===== config.mk =====
export PLATFORM = sky130hd
export DESIGN_NAME = cnt_sched
export DESIGN_NICKNAME = d
export VERILOG_FILES = /design/src/rtl/cnt_sched.sv
export SDC_FILE = /design/constraint.sdc
export NUM_CORES = 1
export LEC_CHECK = 0
export CAP_MARGIN = 25
export CORE_MARGIN = 3
export CORE_UTILIZATION = 45
export CTS_BUF_LIST = sky130_fd_sc_hd__clkbuf_4
export CTS_CLUSTER_SIZE = 20
export DETAILED_ROUTE_END_ITERATION = 8
export PLACE_DENSITY = 0.87
export SLEW_MARGIN = 30
export SYNTH_ARGS = -nofsm -noshare
export SYNTH_HDL_FRONTEND = slang
export SYNTH_SLANG_ARGS = --single-unit

===== constraint.sdc =====
create_clock -name clk -period 5.81 [get_ports clk]
set_input_delay 1.162 -clock clk [delete_from_list [all_inputs] [get_ports clk]]
set_output_delay 1.162 -clock clk [all_outputs]
set_load 0.05 [all_outputs]

===== src/rtl/cnt_sched.sv =====
// rtl/cnt_sched.sv - round-robin scheduler sharing one up-counter core among NREQ requesters
//
// Grants the shared counter core to one requester at a time. It sequences the
// core through clear, count and terminal detection, then pulses completion to
// the owner.
//
// Optional feature: define CNT_SCHED_ABORT_EN to add the abort input and the
// done_aborted output.
//
// Ports:
//   clk          in   clock, rising edge
//   rst_n        in   synchronous active-low reset
//   req_valid    in   [NREQ]     per-requester interval request
//   req_len      in   [NREQ*CW]  requested length, slice i = requester i, 0 means 16
//   req_ready    out  [NREQ]     one-hot accept, only in IDLE
//   cnt_clr      out  clear strobe to the counter core
//   cnt_en       out  count enable to the counter core
//   cnt_value    in   [CW]       current count from the core
//   busy         out  high whenever not IDLE
//   owner        out  [IDW]      current or last grant holder
//   done_valid   out  one-cycle completion pulse
//   done_id      out  [IDW]      id qualified by done_valid
//   abort        in   (CNT_SCHED_ABORT_EN) end the interval early
//   done_aborted out  (CNT_SCHED_ABORT_EN) completion was caused by abort
module cnt_sched #(
  parameter int NREQ = 4,
  parameter int CW   = 4,
  localparam int IDW = $clog2(NREQ)
) (
  input  logic               clk,
  input  logic               rst_n,
  input  logic [NREQ-1:0]    req_valid,
  input  logic [NREQ*CW-1:0] req_len,
  output logic [NREQ-1:0]    req_ready,
  output logic               cnt_clr,
  output logic               cnt_en,
  input  logic [CW-1:0]      cnt_value,
  output logic               busy,
  output logic [IDW-1:0]     owner,
  output logic               done_valid,
  output logic [IDW-1:0]     done_id
`ifdef CNT_SCHED_ABORT_EN
  ,
  input  logic               abort,
  output logic               done_aborted
`endif
);

  typedef enum logic [1:0] {IDLE, CLR, RUN, DONE} state_t;

  state_t         state, state_nxt;
  logic [IDW-1:0] last_grant;
  logic [CW-1:0]  len_m1;
  logic [IDW-1:0] winner;
  logic [IDW-1:0] idx;
  logic           found;
  logic [CW-1:0]  sel_len;
  logic           abort_in;
`ifdef CNT_SCHED_ABORT_EN
  logic           aborted;
  assign abort_in = abort;
`else
  assign abort_in = 1'b0;
`endif

  // Round-robin search starting one past the last grant holder.
  always_comb begin
    found  = 1'b0;
    winner = '0;
    idx    = '0;
    for (int k = 1; k <= NREQ; k++) begin
      idx = IDW'((int'(last_grant) + k) % NREQ);
      if (!found && req_valid[idx]) begin
        found  = 1'b1;
        winner = idx;
      end
    end
    sel_len = req_len[int'(winner)*CW +: CW];
  end

  assign busy = (state != IDLE);

  always_comb begin
    state_nxt  = state;
    req_ready  = '0;
    cnt_clr    = 1'b0;
    cnt_en     = 1'b0;
    done_valid = 1'b0;
    done_id    = '0;
    case (state)
      IDLE: begin
        if (found) begin
          req_ready[winner] = 1'b1;
          state_nxt         = CLR;
        end
      end
      CLR: begin
        cnt_clr   = 1'b1;
        state_nxt = abort_in ? DONE : RUN;
      end
      RUN: begin
        if (abort_in) begin
          state_nxt = DONE;
        end else begin
          cnt_en = 1'b1;
          if (cnt_value == len_m1) state_nxt = DONE;
        end
      end
      DONE: begin
        done_valid = 1'b1;
        done_id    = owner;
        state_nxt  = IDLE;
      end
      default: state_nxt = IDLE;
    endcase
    // Keep the core and requesters quiet while reset is held, so an aborted
    // interval stops counting at once.
    if (!rst_n) begin
      req_ready  = '0;
      cnt_clr    = 1'b0;
      cnt_en     = 1'b0;
      done_valid = 1'b0;
      done_id    = '0;
    end
  end

`ifdef CNT_SCHED_ABORT_EN
  assign done_aborted = (state == DONE) && aborted && rst_n;
`endif

  always_ff @(posedge clk) begin
    if (!rst_n) begin
      state      <= IDLE;
      last_grant <= IDW'(NREQ - 1);
      owner      <= '0;
      len_m1     <= '0;
`ifdef CNT_SCHED_ABORT_EN
      aborted    <= 1'b0;
`endif
    end else begin
      state <= state_nxt;
      if (state == IDLE && found) begin
        owner  <= winner;
        len_m1 <= sel_len - CW'(1);
      end
      if (state == DONE) last_grant <= owner;
`ifdef CNT_SCHED_ABORT_EN
      // Only an abort taken in CLR/RUN leads into DONE with this flag set.
      aborted <= abort_in && (state == CLR || state == RUN);
`endif
    end
  end

endmodule


# Yosys cells after proc, flatten, opt, wreduce, memory -nomap -nowiden
# Index checks and enable logic that the tools add are counted.
op_classes:
  reduce_logical: 11
  n_mux: 32
  n_shift: 1
  eq_ne: 6
  magnitude_cmp: 6
  addsub: 5
op_table:
  columns: ["op", "count"]
  rows:
  - ["$mux 2", 8]
  - ["$shiftx 16x5->4", 1]
  - ["$lt 2x3->1 const B", 5]
  - ["$mux 1", 15]
  - ["$mux 4", 3]
  - ["$bmux 1 s2", 4]
  - ["$pmux 2 s4", 1]
  - ["$logic_and 1x1->1", 5]
  - ["$add 2x1->2 const B", 2]
  - ["$add 2x2->2 const B", 2]
  - ["$eq 2x2->1 const B", 2]
  - ["$eq 4x4->1", 1]
  - ["$ne 2x2->1 const B", 2]
  - ["$sub 4x1->4 const B", 1]
  - ["$logic_not 1->1", 3]
  - ["$demux 1 s2", 1]
  - ["$eq 2x1->1 const B", 1]
  - ["$ge 2x1->1 const B", 1]
  - ["$logic_not 2->1", 1]
  - ["$reduce_and 2->1", 1]
  - ["$reduce_bool 2->1", 1]
word_totals:
  ff_bits: 10
  output_inout_bits: 12
  word_cells: 65

# Depth between registers and ports, before layout
logic_depth:
  depth_word: 20
  depth_mapped: 9
  ltp_nobuf: 8

# Least setup slack after synthesis
# OpenSTA, ideal clock, no wires.
synth_path:
  path_type: "in2out"
  startpoint: "input port req_valid[0]"
  endpoint: "output port req_ready[2]"
  path_stages: 5
  t_required_ns: 4.648
  setup_slack_ns: 1.713
  t_arrival_ns: 2.935
  path_buffers: 1
  path_cell_list: "o21a_1 a211oi_2 buf_6 inv_2 nor3_1"
synth_between:
  elab_chain_len: 19
synth_rtl:
  columns: ["item", "line", "text"]
  rows:
  - ["start, declared", "32", "input logic [NREQ-1:0] req_valid,"]
  - ["$bmux 1 s2", "73", "if (!found && req_valid[idx]) begin"]
  - ["$mux 1 (implied by the code)", "73", null]
  - ["$mux 1", "73", null]
  - ["$logic_not 1->1", "73", null]
  - ["$logic_and 1x1->1", "73", null]
  - ["$mux 1", "73", null]
  - ["$logic_not 1->1", "73", null]
  - ["$logic_and 1x1->1", "73", null]
  - ["[3 not listed]", null, null]
  - ["$mux 2", "73", null]
  - ["$lt 2x3->1 (implied by the code) or $ge 2x1->1 (tied branches)", "93", "req_ready[winner] = 1'b1;"]
  - ["$logic_and 1x1->1 (implied by the code)", "93", null]
  - ["$mux 1 (implied by the code)", "93", null]
  - ["$demux 1 s2", "93", null]
  - ["$mux 4 *", "92", "if (found) begin"]
  - ["$mux 4 *", "90", "case (state)"]
  - ["$mux 4 *", "118", "if (!rst_n) begin"]
  - ["end, declared", "34", "output logic [NREQ-1:0] req_ready,"]
# Mark *: on every way between the ends. The rest lies on a longest branch, timed or not. The select of a mux whose other input is x is not followed.

# Worst setup path in the final report
# Same ends and word-level chain as after synthesis.

==> results.sh <==
export IMPL_worstPathCellList="clkdlybuf4s50_1 -> o21a_1 -> a211oi_2 -> buf_4 -> inv_2 -> nor3_1 -> clkdlybuf4s50_1"
export IMPL_grt_usage=0.188
export IMPL_worstHoldPathType="flop to flop"
export IMPL_num_vias=822
export IMPL_slew_viol_final=0
export IMPL_fin_crit_ps=4560
export IMPL_critPathTopFamily="buffers and inverters"
export IMPL_cp_arrival_ps=3390
export IMPL_cpPeakStageDelay_ps=840
export IMPL_skew_ps=8.62
export IMPL_cts_buffers=3
export IMPL_fin_cells=162
export IMPL_final_cell_mix="clkdlybuf4s50_1, mux2i_1, nand2_1, dfxtp_1"
export IMPL_dp_hpwl_um=1730
export IMPL_netlist_instances=98
export IMPL_leakagePower_nw=0.523
export IMPL_async_flop_share=0
export IMPL_gp_congestion=0.789
export IMPL_syn_num_nets=130
export IMPL_diodes=0
export IMPL_io_pins=38
export IMPL_clk_path_buf_depth=2
export IMPL_cp_slowest_cell="clkdlybuf4s50_1"
export IMPL_grt_overflow=0
export IMPL_die_width_um=48.6
export IMPL_clock_power_share=0.119
export IMPL_required_ps=4650
export IMPL_cts_tree="yes"
export IMPL_grt_pass1_vias=806
export IMPL_num_rows=14
export IMPL_hold_viol=0
export IMPL_routed_wl_um=2040
export IMPL_synth_area_per_cell_sq_um=8.34
export IMPL_synthToLayoutAreaGrowth_pct=51.3
export IMPL_grt_max_degree=12
export IMPL_wl_per_cell_um=12.6
export IMPL_cts_hold_buf=0
export IMPL_rsz0062_at_grt="false"
export IMPL_tightest_slew_ps=534
export IMPL_place_inst=158
export IMPL_io_buffer_count=37
export IMPL_pwr_share_comb=0.605
export IMPL_criticalPathCategory="primary input to output pin"
export IMPL_ir_worst_vdd_mv=0.330
export IMPL_ys_warn_count=0
export IMPL_ant_nets=0
export IMPL_ys_seq_area_frac=0.245
export IMPL_synth_cell_types=30
export IMPL_r2r_end="len_m1[3]"
export IMPL_core_sq_um=1610
export IMPL_fillers=128
export IMPL_p_int_mw=0.223
export IMPL_synth_seq_cells=10
export IMPL_startpoint="req_valid[0]"
export IMPL_power_density_nw_per_um2=343
export IMPL_final_common_cell="clkdlybuf4s50_1"
export IMPL_drc=0
export IMPL_slew_headroom=0.643
export IMPL_synth_main_ff_cell="dfxtp_1"
export IMPL_end_kind="output pin"
export IMPL_crit_buf_inv=4
export IMPL_worstSetupStartpointType="primary input"
export IMPL_cp_num_cells=7
export IMPL_drt_initial_drc_count=11
export IMPL_switchingPower_mw=0.201
export IMPL_synth_edf_count=0
export IMPL_drtPass1Iterations=4
export IMPL_h_tree_depth=1
export IMPL_nets=171
export IMPL_clock_latency_ps=280
export IMPL_viasPerCell=5.07
export IMPL_fin_tns_setup_ps=0
export IMPL_cp_max_fo=11
export IMPL_switching_share=0.474
export IMPL_post_cts_setup_buffers=0
export IMPL_die_height_um=48.6
export IMPL_status="complete, no violations"
export IMPL_drive_gt1_frac=0.0652
export IMPL_timing_rr_start="last_grant[1]"
export IMPL_power_frac_seq=0.275
export IMPL_crit_top_cell="clkdlybuf4s50_1"
export IMPL_reg2reg_slack_ps=3650
export IMPL_root_buffer="clkbuf_4"
export IMPL_antenna_found_initial=0
export IMPL_clock_fmax_ghz=0.220
export IMPL_fin_crit_sh=0.784
export IMPL_setup_violations_final=0
export IMPL_cts_resized=0
export IMPL_ff2ff_path_depth=7
export IMPL_endpoint="req_ready[2]"
export IMPL_die_area_sq_um=2360
export IMPL_cts_sinks=10
export IMPL_cts_clk_slew_worst_paths_ps=60
export IMPL_start_util=0.507
export IMPL_grt_pass1_wl_um=3430
export IMPL_syn_cell_area_sq_um=817
export IMPL_hold_ws_ps=475
export IMPL_drv_cap=0
-- area by class of cell --
type,count,area (sq um),area share
Tap cell,24,30.0,0.0243
Clock inverter,1,3.75,0.00304
Clock buffer,3,22.5,0.0182
Multi-Input combinational cell,78,572,0.463
Inverter,8,30.0,0.0243
Timing Repair Buffer,38,378,0.306
Sequential cell,10,200,0.162
-- worst min-delay path by stage --
stage / startpoint / to / slack [ps] / cells past startpoint
floorplan: len_m1[2] / len_m1[2] / 440 / 2
global route: owner[1] / owner[1] / 510 / 2
finish: len_m1[2] / len_m1[2] / 470 / 2
global placement: owner[0] / owner[0] / 470 / 2
CTS: len_m1[2] / len_m1[2] / 480 / 2
detailed placement: len_m1[2] / len_m1[2] / 460 / 2
-- state kept, by name (all words and copies together), names as in the netlist --
register    flops
last_grant      2
len_m1          4
owner           2
state           2
-- cell families (layout without fill, tap and decap cells) --
family | after synthesis | count (layout) | synth area share
mux | 15 | 15 | 0.184
flops | 10 | 10 | 0.245
simple gates | 34 | 34 | 0.199
buf+inv | 10 | 50 | 0.0551
compound gates | 18 | 18 | 0.172
fa+ha+maj | 6 | 6 | 0.0919
xor+xnor | 5 | 5 | 0.0536
-- cell usage after synthesis, drive strengths merged (2+ instances only) --
cell type | number | area [sq um]
a211oi | 2 | 32.5
a21oi | 3 | 15.0
and2 | 3 | 18.8
and3 | 2 | 12.5
dfxtp | 10 | 200
ha | 6 | 75.1
inv | 8 | 30.0
mux2i | 15 | 150
nand2 | 12 | 45.0
nand2b | 3 | 21.3
nor2 | 7 | 26.3
nor3 | 4 | 20.0
o21ai | 6 | 33.8
o31ai | 2 | 15.0
xor2 | 4 | 35.0
-- through the flow --
step / total power [mW] / worst slack [ps] / area (sq um) / utilization
after CTS: 0.425 / 1230 / 1240 / 0.767
after floorplan: 0.293 / 1710 / 817 / -
after global placement: 0.365 / 1220 / 1210 / 0.751
final: 0.424 / 1250 / 1240 / 0.767
after global routing: 0.456 / 1080 / 1240 / 0.767
after detailed placement: 0.374 / 1230 / 1210 / 0.751
-- power groups by stage --
stage / registers (mW) / clock network [mW] / logic [mW]
2_1_floorplan: 0.123 / 0 / 0.171
3_3_place_gp: 0.115 / 0 / 0.250
3_5_place_dp: 0.118 / 0 / 0.256
4_1_cts: 0.116 / 0.0514 / 0.258
5_1_grt: 0.119 / 0.0557 / 0.281
6_report: 0.117 / 0.0506 / 0.257
-- worst register-to-register path: stages, from the launching register on --
cell,delay (ps)
dfxtp_1,480
nor3b_1,110
a211oi_2,200
buf_4,240
mux2i_1,210
mux2i_1,150
o311a_1,390
a221o_1,270
-- layer usage --
layer,GRT usage,wire length [um],vias up
met5,0,0,-
li1,-,-,421
met3,0.0583,137,6
met1,0.199,834,363
met4,0.0995,47,0
met2,0.333,1020,32
(Power assumes the default switching activity.)
